==> config.mk <==
export PLATFORM = sky130hd
export DESIGN_NAME = instr_encode
export DESIGN_NICKNAME = d
export VERILOG_FILES = /design/src/rtl/instr_encode.sv
export SDC_FILE = /design/constraint.sdc
export NUM_CORES = 1
export LEC_CHECK = 0
export BUFFER_PORTS_ARGS = -buffer_cell sky130_fd_sc_hd__buf_4
export CAP_MARGIN = 20
export CORE_UTILIZATION = 38
export CTS_BUF_LIST = sky130_fd_sc_hd__clkbuf_16
export CTS_CLUSTER_SIZE = 12
export DETAILED_ROUTE_END_ITERATION = 12
export PLACE_DENSITY = 0.61
export SLEW_MARGIN = 30
export SYNTH_ARGS = -nofsm -noshare
export SYNTH_HDL_FRONTEND = slang
export SYNTH_SLANG_ARGS = --single-unit
==> constraint.sdc <==
create_clock -name clk -period 2.9 [get_ports clk]
set_clock_uncertainty 0.05 [all_clocks]
set_input_delay 0.145 -clock clk [delete_from_list [all_inputs] [get_ports clk]]
set_output_delay 0.145 -clock clk [all_outputs]
set_load 0.05 [all_outputs]
==> src/rtl/instr_encode.sv <==
// Instruction encoder: packs request fields into 32-bit words behind a
// one-deep valid/ready output stage, with load-32-bit-immediate expansion.
//
// state     | meaning
// S_IDLE    | output stage empty
// S_EMIT    | one encoded word held on out_word
// S_EMIT_HI | LO half of an li32 held, HI half waiting in hi_q
module instr_encode #(
    parameter int ADDR_W = 10
) (
    input  logic              clk,
    input  logic              rst_n,
    input  logic              in_valid,
    output logic              in_ready,
    input  logic [5:0]        in_opcode,
    input  logic [3:0]        in_rd,
    input  logic [3:0]        in_rs,
    input  logic [3:0]        in_rt,
    input  logic [3:0]        in_cond,
    input  logic [31:0]       in_imm,
    input  logic [21:0]       in_md,
    input  logic              in_li32,
    output logic              out_valid,
    input  logic              out_ready,
    output logic [31:0]       out_word,
    output logic [ADDR_W-1:0] out_addr,
    output logic              err_illegal,
    output logic              err_imm
);

    typedef enum logic [1:0] {
        S_IDLE    = 2'd0,
        S_EMIT    = 2'd1,
        S_EMIT_HI = 2'd2
    } state_e;

    state_e              state_q, state_d;
    logic [31:0]         word_q, word_d;
    logic [31:0]         hi_q, hi_d;
    logic [ADDR_W-1:0]   addr_q, addr_d;
    logic                err_illegal_q, err_illegal_d;
    logic                err_imm_q, err_imm_d;

    logic [31:0]         enc_word;
    logic                enc_illegal;
    logic                enc_imm_ovf;
    logic [3:0]          b_field;
    logic [31:0]         lo_word;
    logic [31:0]         hi_word;
    logic                accept;
    logic                xfer;

    // The two li32 halves reuse the I-type opcodes 000101/000111.
    assign lo_word = {6'b000101, in_rd, 4'd0, 2'b00, in_imm[15:0]};
    assign hi_word = {6'b000111, in_rd, 4'd0, 2'b00, in_imm[31:16]};

    always_comb begin
        enc_word    = '0;
        enc_illegal = 1'b0;
        enc_imm_ovf = 1'b0;
        b_field     = (in_opcode == 6'b000101 || in_opcode == 6'b000111 ||
                       in_opcode == 6'b010101) ? 4'd0 : in_rs;
        if (!in_opcode[5]) begin
            if (in_opcode == 6'b010100) begin
                enc_word = {in_opcode, in_rd, in_rs, 18'd0};
            end else if (in_opcode[0]) begin
                enc_word    = {in_opcode, in_rd, b_field, in_imm[17:0]};
                enc_imm_ovf = |in_imm[31:18];
            end else begin
                enc_word = {in_opcode, in_rd, in_rs, in_rt, 14'd0};
            end
        end else begin
            case (in_opcode)
                6'b100000, 6'b100001, 6'b100010:
                    enc_word = {in_opcode, 4'd0, in_rs, in_rt, 14'd0};
                6'b100011: enc_word = {in_opcode, in_cond, in_md};
                6'b100100, 6'b100101:
                    enc_word = {in_opcode, in_rd, in_md};
                6'b100110: enc_word = {in_opcode, 4'd0, in_md};
                6'b100111: enc_word = {in_opcode, 26'd0};
                default:   enc_illegal = 1'b1;
            endcase
        end
        if (in_li32) begin
            enc_illegal = 1'b0;
            enc_imm_ovf = 1'b0;
        end
    end

    assign out_valid   = (state_q != S_IDLE);
    assign in_ready    = (state_q == S_IDLE) || ((state_q == S_EMIT) && out_ready);
    assign accept      = in_valid && in_ready;
    assign xfer        = out_valid && out_ready;
    assign out_word    = word_q;
    assign out_addr    = addr_q;
    assign err_illegal = err_illegal_q;
    assign err_imm     = err_imm_q;

    always_comb begin
        state_d       = state_q;
        word_d        = word_q;
        hi_d          = hi_q;
        addr_d        = addr_q;
        err_illegal_d = 1'b0;
        err_imm_d     = 1'b0;

        if (xfer) begin
            addr_d = addr_q + ADDR_W'(1);
        end

        case (state_q)
            S_EMIT: begin
                if (out_ready) begin
                    state_d = S_IDLE;
                end
            end
            S_EMIT_HI: begin
                if (out_ready) begin
                    word_d  = hi_q;
                    state_d = S_EMIT;
                end
            end
            default: state_d = state_q;
        endcase

        // Acceptance only happens in S_IDLE or in S_EMIT while the held word
        // leaves, so a new request always overrides the drain transition.
        if (accept) begin
            if (in_li32) begin
                word_d  = lo_word;
                hi_d    = hi_word;
                state_d = S_EMIT_HI;
            end else if (enc_illegal) begin
                err_illegal_d = 1'b1;
            end else begin
                word_d    = enc_word;
                state_d   = S_EMIT;
                err_imm_d = enc_imm_ovf;
            end
        end
    end

    always_ff @(posedge clk or negedge rst_n) begin
        if (!rst_n) begin
            state_q       <= S_IDLE;
            word_q        <= '0;
            hi_q          <= '0;
            addr_q        <= '0;
            err_illegal_q <= 1'b0;
            err_imm_q     <= 1'b0;
        end else begin
            state_q       <= state_d;
            word_q        <= word_d;
            hi_q          <= hi_d;
            addr_q        <= addr_d;
            err_illegal_q <= err_illegal_d;
            err_imm_q     <= err_imm_d;
        end
    end

endmodule
* Word level (Yosys, flattened, before mapping)
Cells that the tools add are included.
** Word-level totals
- Register bits after elaboration :: 67
- Logic and storage cells :: 62
- Output and inout bits :: 46
- Input port bits :: 81
** Operators by class
- Eq/ne operators :: 14
- Reduce and logical (&&, ||, !) cells :: 13
- Mux-type cells :: 28
- $add $sub $neg :: 1
** Operators by type and width (count)
- $mux 32 :: 6
- $pmux 32 s5 :: 1
- $mux 27 :: 2
- $eq 6x6->1 const B :: 8
- $reduce_or 14->1 :: 1
- $eq 6x3->1 const B :: 2
- $eq 6x5->1 const B :: 2
- $mux 1 :: 12
- $add 10x1->10 const B :: 1
- $mux 2 :: 5
- $reduce_or 8->1 :: 1
- $mux 4 :: 1
- $pmux 2 s2 :: 1
- $logic_and 1x1->1 :: 3
- $logic_or 1x1->1 :: 3
- $reduce_or 3->1 :: 1
- $eq 2x1->1 const B :: 1
- $eq 2x2->1 const B :: 1
- $logic_not 2->1 :: 1
- $reduce_and 2->1 :: 1
- $reduce_bool 2->1 :: 1
- $reduce_or 2->1 :: 1

* Longest topological paths before layout
Gate-level depths: netlist (run 1).
- Depth in word-level cells :: 10
- Mapped depth :: 9
- Mapped depth without buffers :: 6

* Worst setup path before layout (run 1)
Ideal clock, no wire load.
- Kind :: register to register
- Start point :: register state_q[1]
- End point :: register hi_q[15]
- Arrival :: 1.857 ns
- Setup slack :: 0.865 ns
- Clock period less this slack :: 2.035 ns
- Path buffers :: 3
- Required time :: 2.722 ns
- Setup time :: 0.128 ns
- Cell stages (with the launch flop) :: 9
- Cells stage by stage :: dfrtp_1 inv_1 ha_1 a21o_1 buf_2 and3_1 buf_2 buf_2 mux2_1
** On the way
- Word-level cells in the longest chain between the ends :: 5
- Elaborated cells between the ends (all ways) :: 6
- Those cells by class :: 1 x eq/ne; 5 x reduce/logical
** Ends and longest elaborated chain
- start: declaration :: RTL line 37 : state_e state_q, state_d;
- start signal: assignment :: RTL line 152 : state_q <= state_d;
- $eq 2x1->1 :: RTL line 91 : assign in_ready = (state_q == S_IDLE) || ((state_q == S_EMIT) && out_ready);
- $logic_and 1x1->1 :: RTL line 91
- $logic_or 1x1->1 (*) :: RTL line 91
- net in_ready :: RTL line 14 : output logic in_ready,
- $logic_and 1x1->1 (*) :: RTL line 92 : assign accept = in_valid && in_ready;
- $reduce_and 2->1 (no source line) (*)
- end signal: assignment :: RTL line 154 : hi_q <= hi_d;
- end: declaration :: RTL line 39 : logic [31:0] hi_q, hi_d;
The timed path passes the listed nets; every way through them passes the cells marked *.
A chain may end at the register's enable or synchronous reset.

* Final worst setup path (run 1)
- Start point :: register state_q[1]
- End point :: register hi_q[7]
** On the way
- Word-level cells in the longest chain between the ends :: 5
- Elaborated cells between the ends (all ways) :: 6
- Those cells by class :: 1 x eq/ne; 5 x reduce/logical
** Ends and longest elaborated chain (RTL line)
- $eq 2x1->1 :: 91
- $logic_and 1x1->1 :: 91
- $logic_or 1x1->1 (*) :: 91
- $logic_and 1x1->1 (*) :: 92
- $reduce_and 2->1 (no source line) (*)
Mark *: on every way between the ends. The rest lies on a longest branch, timed or not.

==> flow_summary.yaml, run 1 <==
run_status:
  status: "complete, no violations"
pwr:
  ir_drop_mv: 0.434
  p_total_mw: 5.19
  sw_frac_of_total_pct: 44.7
  power_switching_mw: 2.32
  p_per_area_nw_per_um2: 1030
  p_clk_share_pct: 20.1
  pwr-share-seq_pct: 30.9
  power_frac_comb_pct: 48.9
  cellLeakagePower_nw: 2.38
  p_int_mw: 2.87
timing:
  timing.fmax_mhz: 439
  setup_ws_ns: 0.622
  hold_viol_final: 0
  drv_slew: 0
  hold_slack_ns: 0.00978
  fin_crit_ns: 2.28
  worstMarginPinSlew_ns: 0.876
  min_period_over_period_pct: 78.5
  max-slew-margin-rel_pct: 41.3
  rsz0062_at_grt: "no"
  setup_viol: 0
  tns_ns: 0
critical_path:
  cp-start-kind: "register"
  r2r_start: "state_q[1]$_DFF_PN0_"
  critPathCaptureType: "register"
  r2r-end: "hi_q[7]$_DFFE_PN0P_"
  arrival_ns: 2.43
  critPathKind: "register to register"
  crit_fanout: 16
  rrSetupSlack_ns: 0.62
  reg2reg_depth: 5
  required_ns: 3.06
logic_synthesis:
  synthTopCellsByArea: "dfrtp_1 (46%), nand2_1 (6.6%), o21ai_0 (4.9%), a32oi_1 (4.8%), mux2_2 (3.1%)"
  synth_top_area_share_pct: 45.9
  synth_edf_count: 0
  syn_nets: 465
  yosys.cell_types.count: 51
  avgSynthCellArea_um2: 9.60
  netlist.top_cell.by_area: "dfrtp_1"
  ys_ff_latch: 67
  syn-instance-count: 380
  async_reset_ff_share_pct: 100
  synth-main-ff-cell: "dfrtp_1"
  syn_area_um2: 3650
  synth-seq-area-share_pct: 45.9
  synth_warnings: 0
placed_design:
  portBuffers: 126
  place_ws_ns: 0.618
  hpwl_mm: 7.67
  placed_area_um2: 4680
  routabilityCongestion: 0.794
routing:
  avgRoutedWirePerCell_um: 16.7
  dr.pass1.iters: 4
  drt_wl_total_mm: 10.7
  dr_total_vias: 3437
  ant_nets: 0
  drt_iter0_markers: 179
  vias_per_cell: 5.36
  drcViolationCount: 0
floorplanning:
  rows: 35
  ioPinCount: 127
  die_y_um: 100
  die_width_um: 100
  die_area_um2: 10000
  initial_core_util_pct: 39.3
  core_area_um2: 9280
clock_tree:
  cts.sinks: 67
  cts_buffer_depth: 2
  numCtsBuffers: 9
  htreeDepth: 3
  root_buffer: "clkbuf_16"
  clk_pin_slew_ns: 0.06
  cts_tree: "built"
  clock_latency_ns: 0.33
layout:
  final_common_cell: "buf_4"
  nets: 592
  drive_gt1_share_pct: 34.0
  fillers: 883
  antenna_cells: 0
  finalInstanceArea_um2: 5060
  mostFrequentLayoutCells: "buf_4 (135), dfrtp_1 (67), nand2_1 (64)"
  syn_to_final_growth_pct: 38.7
hold_path:
  min_from: "in_imm[30]"
  min_path_type: "primary input to register"
  min_to: "hi_q[14]$_DFFE_PN0P_"
  whs_path_depth: 2
global_route:
  grt_usage_pct: 22.4
  grt_overflow: 0
  grt_pass1_vias: 3235
  grt_max_degree: 68
  antenna_found_initial: 0
  grt_pass1_wl_mm: 17.1
job:
  drv_cap: 0
-- critical path, cell delays in order (launching register included) --
cell	delay, ns
dfrtp_1	0.40
inv_1	0.09
ha_1	0.21
a21o_1	0.29
and3_1	0.70
mux2_2	0.41
-- layout make-up --
type,instances,area (µm²),area share [%]
clock inverter,7,61.3,1.21
inverter,23,86.3,1.70
timing repair buffer,143,1110,21.9
sequential,67,1680,33.1
tap,129,161,3.19
multi-input combinational,263,1740,34.4
clock buffer,9,225,4.45
-- flip-flops by register name (all words and copies together), names as in the netlist --
name,flops
state_q,2
out_word,32
hi_q,21
err_imm,1
out_addr,10
err_illegal,1
-- power groups by stage --
stage | combinational, mW | sequential [mW] | clock (mW)
2_1_floorplan | 0.893 | 2.44 | 0
3_3_place_gp | 2.49 | 1.61 | 0
3_5_place_dp | 2.53 | 1.62 | 0
4_1_cts | 2.54 | 1.60 | 1.07
5_1_grt | 2.69 | 1.66 | 1.12
6_report | 2.54 | 1.60 | 1.05
-- metal layers --
layer	routed length [µm]	track usage, %	share of wire [%]
met5	0	0	0
met4	129	7.92	1.2
met3	729	4.46	6.8
met2	5060	34.4	47
met1	4760	31.5	45
-- per-stage QoR --
| stage | util, % | std cells |
|---|---|---|
| floorplan | - | 380 |
| global placement | 50.3 | 616 |
| detailed placement | 50.4 | 617 |
| CTS | 54.2 | 640 |
| global route | 54.5 | 641 |
| finish | 54.5 | 641 |
-- timing repair --
item / in CTS / in global routing
endpoints found under the hold margin: 73 / 0
setup buffers: 0 / 0
hold buffers: 7 / 0
resized for setup: 0 / 0
-- worst max-delay path by stage --
| stage | startpoint | slack (ns) | end | cells past startpoint |
|---|---|---|---|---|
| global route | state_q[1]$_DFF_PN0_ | 0.48 | hi_q[5]$_DFFE_PN0P_ | 5 |
| finish | state_q[1]$_DFF_PN0_ | 0.62 | hi_q[7]$_DFFE_PN0P_ | 5 |
| detailed placement | state_q[1]$_DFF_PN0_ | 0.62 | hi_q[5]$_DFFE_PN0P_ | 5 |
| floorplan | state_q[1]$_DFF_PN0_ | 0.86 | hi_q[15]$_DFFE_PN0P_ | 8 |
| global placement | state_q[1]$_DFF_PN0_ | 0.74 | hi_q[13]$_DFFE_PN0P_ | 5 |
| CTS | state_q[1]$_DFF_PN0_ | 0.61 | hi_q[7]$_DFFE_PN0P_ | 5 |
-- cells in the mapped netlist (2+ instances only) --
cell       number
o21ai_1         6
buf_6           2
and2_1          3
a2bb2oi_1       4
nor4_1          3
buf_2          10
nand2_1        64
mux2i_1         3
a221oi_1        8
o21ai_0        36
clkbuf_1       12
a211oi_1        7
nand4_1         5
inv_1          23
dfrtp_1        67
nor3_2          2
a32oi_1        20
nand3_1        10
a211oi_2        8
a21oi_1         6
xor2_1          2
nor2b_1         4
nor3b_1         2
ha_1            4
nand2b_1        4
nor3_1          3
and3_1          4
mux2_2         10
a22o_1          8
mux2_1          5
xnor2_1         7
o211ai_1        3
nor2_1          7
-- kinds of logic (layout without fill, tap and decap cells) --
| logic type | Yosys count | after routing | synth area share [%] |
|---|---|---|---|
| buffers and inverters | 50 | 182 | 6.34 |
| adders and majority gates | 4 | 4 | 1.37 |
| DFF | 67 | 67 | 45.9 |
| xor gates and xnor gates | 9 | 9 | 2.16 |
| AOI/OAI and AO/OA | 115 | 115 | 23.0 |
| and+or+nand+nor | 117 | 117 | 15.7 |
| muxes | 18 | 18 | 5.45 |
Note: power is estimated with default switching activity, not from simulation.
==> run 2, diff against run 1 <==
--- a/config.mk
+++ b/config.mk
@@ -11,7 +11,7 @@
 export CTS_BUF_LIST = sky130_fd_sc_hd__clkbuf_16
 export CTS_CLUSTER_SIZE = 12
 export DETAILED_ROUTE_END_ITERATION = 12
-export PLACE_DENSITY = 0.61
+export PLACE_DENSITY = 0.64
 export SLEW_MARGIN = 30
 export SYNTH_ARGS = -nofsm -noshare
 export SYNTH_HDL_FRONTEND = slang
==> constraint.sdc (replaced) <==
create_clock -name clk -period 1.9 [get_ports clk]
set_clock_uncertainty 0.05 [all_clocks]
set_input_delay 0.095 -clock clk [delete_from_list [all_inputs] [get_ports clk]]
set_output_delay 0.095 -clock clk [all_outputs]
set_load 0.05 [all_outputs]
==> run 2 against run 1 <==
  * Critical path depth grew 2
  * Register-to-register slack lost 0.50 ns
  * Cell count is 5.6% higher
  * Utilization rose by 4.5 points
  * Non-clock buffer count rose by 36
  * First-iteration DRC count is 4.5% higher
  * Sequential power is 54% higher
  * Die area unchanged
  * Final area up 8.3%
  * Critical endpoint is now out_word[26]$_DFF_PN0_
==> flow_summary.yaml, run 2 (same netlist as run 1, synthesis figures left out) <==
critical_path:
  crit_fanout: 7
  arrival_ns: 1.97
  r2r-end: "out_word[26]$_DFF_PN0_"
  rrSetupSlack_ns: 0.12
  critPathKind: "register to register"
  cp_slowest_stage_delay_ns: 0.38
  reg2reg_depth: 7
  cp-start-kind: "register"
  critPathCaptureType: "register"
  cp_num_buf_inv: 2
  cp_cell_sequence: "inv_1 -> ha_1 -> a21o_4 -> buf_4 -> nand3_1 -> a2bb2oi_1 -> a2bb2oi_1"
  critPathTopFamily: "compound AO/OA/AOI/OAI gates"
  cpMostUsedCell: "a2bb2oi_1"
  required_ns: 2.09
  crit_slowest_cell: "dfrtp_1"
  r2r_start: "state_q[1]$_DFF_PN0_"
routing:
  vias_per_cell: 5.31
  drcViolationCount: 0
  drt_wl_total_mm: 11.2
  dr.pass1.iters: 4
  routed.top_layer: "met4"
  avgRoutedWirePerCell_um: 16.5
  ant_nets: 0
  dr_total_vias: 3594
  met2_wirelength_mm: 5.46
  drt_iter0_markers: 187
  drt-met1-wl_mm: 4.87
  wl_met3_um: 750
layout:
  final_common_cell: "buf_4"
  drive_gt1_share_pct: 33.2
  post-route-util_pct: 59.1
  antenna_cells: 0
  largest_reg_flops: 32
  mostFrequentLayoutCells: "buf_4 (137), dfrtp_1 (67), nand2_1 (64)"
  final_cell_count_no_fill: 677
  syn_to_final_growth_pct: 50.3
  nets: 628
clock_tree:
  numCtsBuffers: 9
  cts.sinks: 67
  clock_latency_ns: 0.32
  htreeDepth: 3
  root_buffer: "clkbuf_16"
  cts_buffer_depth: 2
  clk_pin_slew_ns: 0.06
  cts_tree: "built"
timing:
  rsz0062_at_grt: "no"
  worstMarginPinSlew_ns: 0.627
  timing.fmax_mhz: 561
  hold_viol_final: 0
  drv_slew: 0
  fin_crit_ns: 1.78
  min_period_over_period_pct: 93.8
  setup_ws_ns: 0.118
  max-slew-margin-rel_pct: 58.2
  setup_viol: 0
  tns_ns: 0
floorplanning:
  initial_core_util_pct: 39.3
  die_y_um: 100
  die_width_um: 100
  die_area_um2: 10000
  rows: 35
  core_area_um2: 9280
  ioPinCount: 127
hold_path:
  whs_path_depth: 3
  min_path_type: "primary input to register"
  min_to: "out_word[17]$_DFF_PN0_"
  min_from: "in_rt[3]"
pwr:
  p_total_mw: 8.27
  cellLeakagePower_nw: 2.56
  ir_drop_mv: 0.635
  p_per_area_nw_per_um2: 1510
global_route:
  antenna_found_initial: 0
  grt_overflow: 0
  grt_max_degree: 68
  grt_usage_pct: 23.6
  grt_pass1_wl_mm: 18.3
  grt_pass1_vias: 3685
placed_design:
  placedCellCount: 624
  hpwl_mm: 7.84
  portBuffers: 126
  place_ws_ns: 0.0812
  routabilityCongestion: 0.788
run_status:
  status: "complete, no violations"
job:
  drv_cap: 0
[run 2: changes by cell type in the layout (fill, tap and decap cells not counted), sizes merged]
cell	before	now
dlygate4sd3	7	36
buf	136	143
clkinv	4	2
bufinv	1	2
clkinvlp	0	1
[run 2: power breakdown]
part	switching (mW)	leakage (nW)	internal, mW
Clock	0.598	0.158	1.13
Combinational	2.59	1.59	1.49
Sequential	0.410	0.815	2.05
Total	3.60	2.56	4.67
[run 2: stage by stage]
step | hold WS [ns] | cell area, µm²
floorplan | -0.251 | 3660
global placement | 0.212 | 4790
detailed placement | 0.213 | 4790
CTS | 0.000396 | 5470
global route | 0.0158 | 5480
finish | 0.0113 | 5480
[run 2: final cells by class]
| type | count | area, µm² |
|---|---|---|
| sequential | 67 | 1680 |
| fill | 816 | 3800 |
| clock inverter | 7 | 85.1 |
| inverter | 23 | 86.3 |
| clock buffer | 9 | 225 |
| multi-input combinational | 263 | 1750 |
| timing repair buffer | 179 | 1500 |
| tap | 129 | 161 |
[run 2: worst reg2reg max path: cells and delay by family (launching register included)]
kind	cells	cell delay, ns
AOI/OAI and AO/OA	3	0.60
adders and majority gates	1	0.20
buffers and inverters	2	0.21
DFF	1	0.38
and+or+nand+nor	1	0.25
[run 2: routing by layer]
layer	vias to the layer above	GRT usage (%)
met4	0	8.36
met5	-	0
met2	138	39.1
met1	1742	31.0
li1	1706	-
met3	8	4.46
[run 2: worst max-delay path by stage]
stage	slack, ns	to	start	depth (start not counted)
after CTS	0.06	out_word[17]$_DFF_PN0_	state_q[1]$_DFF_PN0_	7
final	0.12	out_word[26]$_DFF_PN0_	state_q[1]$_DFF_PN0_	7
after floorplan	0.006	hi_q[10]$_DFFE_PN0P_	state_q[1]$_DFF_PN0_	8
after global routing	0.001	out_word[28]$_DFF_PN0_	state_q[1]$_DFF_PN0_	7
after global placement	0.13	hi_q[12]$_DFFE_PN0P_	state_q[1]$_DFF_PN0_	6
after detailed placement	0.08	out_word[17]$_DFF_PN0_	state_q[1]$_DFF_PN0_	7
[run 2: what timing repair did]
item,4_1_cts,5_1_grt
setup buffers,0,1
setup endpoints to repair,0,23
hold endpoints to repair,104,0
hold buffers,36,0
gates resized for setup,0,1
==> run 3, diff against run 2 <==
--- a/config.mk
+++ b/config.mk
@@ -7,6 +7,7 @@
 export LEC_CHECK = 0
 export BUFFER_PORTS_ARGS = -buffer_cell sky130_fd_sc_hd__buf_4
 export CAP_MARGIN = 20
+export CORE_ASPECT_RATIO = 1.1
 export CORE_UTILIZATION = 38
 export CTS_BUF_LIST = sky130_fd_sc_hd__clkbuf_16
 export CTS_CLUSTER_SIZE = 12
==> run 3 against run 2 <==
  * Combinational power hardly changed
  * Maximum frequency fell by 2.9%
  * Non-clock buffer count is 11 higher
  * Highest routed layer unchanged
==> flow_summary.yaml, run 3 (same netlist as run 1, synthesis figures left out) <==
global_route:
  grt_max_degree: 41
  grt_pass1_vias: 3575
  grt_usage_pct: 23.1
  grt_overflow: 0
  antenna_found_initial: 0
  grt_pass1_wl_mm: 17.8
placed_design:
  hpwl_mm: 8.11
  placedCellCount: 619
  placed_area_um2: 4790
  portBuffers: 126
  routabilityCongestion: 0.853
critical_path:
  critPathKind: "primary input to register"
  critPathCaptureType: "register"
  rrSetupSlack_ns: 0.07
  critPathTopFamily: "buffers and inverters"
  r2r_start: "state_q[0]$_DFF_PN0_"
  reg2reg_depth: 8
  cp_slowest_stage_delay_ns: 0.53
  r2r-end: "out_word[8]$_DFF_PN0_"
  cp_num_buf_inv: 3
  arrival_ns: 2.02
  cp_cell_sequence: "dlygate4sd3_1 -> buf_4 -> nand2b_1 -> o211ai_1 -> buf_4 -> o21ai_0 -> a32oi_1"
  required_ns: 2.09
  cp-start-kind: "primary input"
  cpMostUsedCell: "buf_4"
  crit_fanout: 13
  crit_slowest_cell: "dlygate4sd3_1"
job:
  drv_cap: 0
layout:
  mostFrequentLayoutCells: "buf_4 (151), dfrtp_1 (67), nand2_1 (64)"
  finalInstanceArea_um2: 5460
  final_common_cell: "buf_4"
  drive_gt1_share_pct: 34.6
  syn_to_final_growth_pct: 49.5
  largest_reg_flops: 32
  nets: 639
  antenna_cells: 0
  final_cell_count_no_fill: 675
hold_path:
  min_from: "in_rt[1]"
  min_path_type: "primary input to register"
  whs_path_depth: 3
  min_to: "out_word[15]$_DFF_PN0_"
clock_tree:
  root_buffer: "clkbuf_16"
  clk_pin_slew_ns: 0.06
  cts.sinks: 67
  cts_tree: "built"
  cts_buffer_depth: 2
  numCtsBuffers: 9
  clock_latency_ns: 0.33
  htreeDepth: 3
routing:
  drcViolationCount: 0
  dr.pass1.iters: 5
  ant_nets: 0
  dr_total_vias: 3643
  drt_iter0_markers: 207
  drt_wl_total_mm: 11.3
  vias_per_cell: 5.40
  avgRoutedWirePerCell_um: 16.8
run_status:
  status: "complete, no violations"
floorplanning:
  ioPinCount: 127
  core_area_um2: 9350
  die_y_um: 105
  die_area_um2: 10000
  rows: 37
  die_width_um: 95.4
  initial_core_util_pct: 39.0
timing:
  tns_ns: 0
  rsz0062_at_grt: "yes"
  fin_crit_ns: 1.84
  drv_slew: 0
  max-slew-margin-rel_pct: 66.4
  timing.fmax_mhz: 545
  hold_viol_final: 0
  worstMarginPinSlew_ns: 0.499
  setup_viol: 0
  min_period_over_period_pct: 96.6
pwr:
  cellLeakagePower_nw: 2.56
  p_per_area_nw_per_um2: 1470
  ir_drop_mv: 0.767
[run 3: cell count changes in the layout (fill, tap and decap cells not counted), sizes merged]
cell / change
inv: -2
clkinv: +2
buf: +10
dlygate4sd3: +1
bufinv: -2
clkinvlp: +1
[run 3: worst register-to-register path: stages (launching register included)]
cell and delay [ns]:
dfrtp_1 0.39, inv_2 0.06, ha_2 0.20, a21o_1 0.20, buf_4 0.17, o211ai_1 0.15
buf_4 0.24, o21ai_1 0.10, a32oi_1 0.19
[run 3: worst max-delay path by stage]
stage / from / to / slack, ns / cells past startpoint
2_1_floorplan: state_q[1]$_DFF_PN0_ / hi_q[10]$_DFFE_PN0P_ / 0.006 / 8
3_3_place_gp: state_q[1]$_DFF_PN0_ / out_word[16]$_DFF_PN0_ / 0.10 / 7
3_5_place_dp: state_q[1]$_DFF_PN0_ / out_word[5]$_DFF_PN0_ / 0.07 / 8
4_1_cts: state_q[0]$_DFF_PN0_ / out_word[8]$_DFF_PN0_ / 0.004 / 8
5_1_grt: state_q[1]$_DFF_PN0_ / out_word[27]$_DFF_PN0_ / -0.003 / 7
6_report: in_li32 / out_word[8]$_DFF_PN0_ / 0.06 / 7
[run 3: per-layer routing]
metal / global-route usage [%] / wire [µm] / share of wire (%)
met1: 29.3 / 4840 / 43
met3: 3.28 / 496 / 4.4
met4: 9.06 / 217 / 1.9
met5: 0 / 0 / 0
met2: 38.9 / 5780 / 51
[run 3: cell type report]
| cell class | count | area (µm²) |
|---|---|---|
| clock buffer | 9 | 225 |
| clock inverter | 6 | 33.8 |
| fill | 811 | 3890 |
| inverter | 23 | 86.3 |
| multi-input combinational | 263 | 1740 |
| sequential | 67 | 1680 |
| tap | 117 | 146 |
| timing repair buffer | 190 | 1540 |
[run 3: stage by stage]
step	total power [mW]	setup slack, ns	util, %	hold slack, ns
floorplan	5.11	0.00576	-	-0.251
global placement	6.36	0.101	51.3	0.0115
detailed placement	6.43	0.0663	51.3	0.0152
CTS	7.99	0.00371	58.0	0.0143
global route	8.41	-0.00288	58.3	0.0370
finish	8.01	0.0646	58.3	0.0190
[run 3: what timing repair did]
action	in CTS	in global routing
hold buffers	37	0
endpoints found under the hold margin	67	0
gates resized for setup	0	11
setup buffers	0	3
endpoints found under the setup margin	0	22
[run 3: power by group]
part | total (mW) | internal [mW] | leakage, nW | switching, mW
Sequential | 2.47 | 2.05 | 0.815 | 0.416
Combinational | 4.06 | 1.48 | 1.62 | 2.58
Clock | 1.48 | 0.862 | 0.124 | 0.616
Total | 8.01 | 4.40 | 2.56 | 3.61
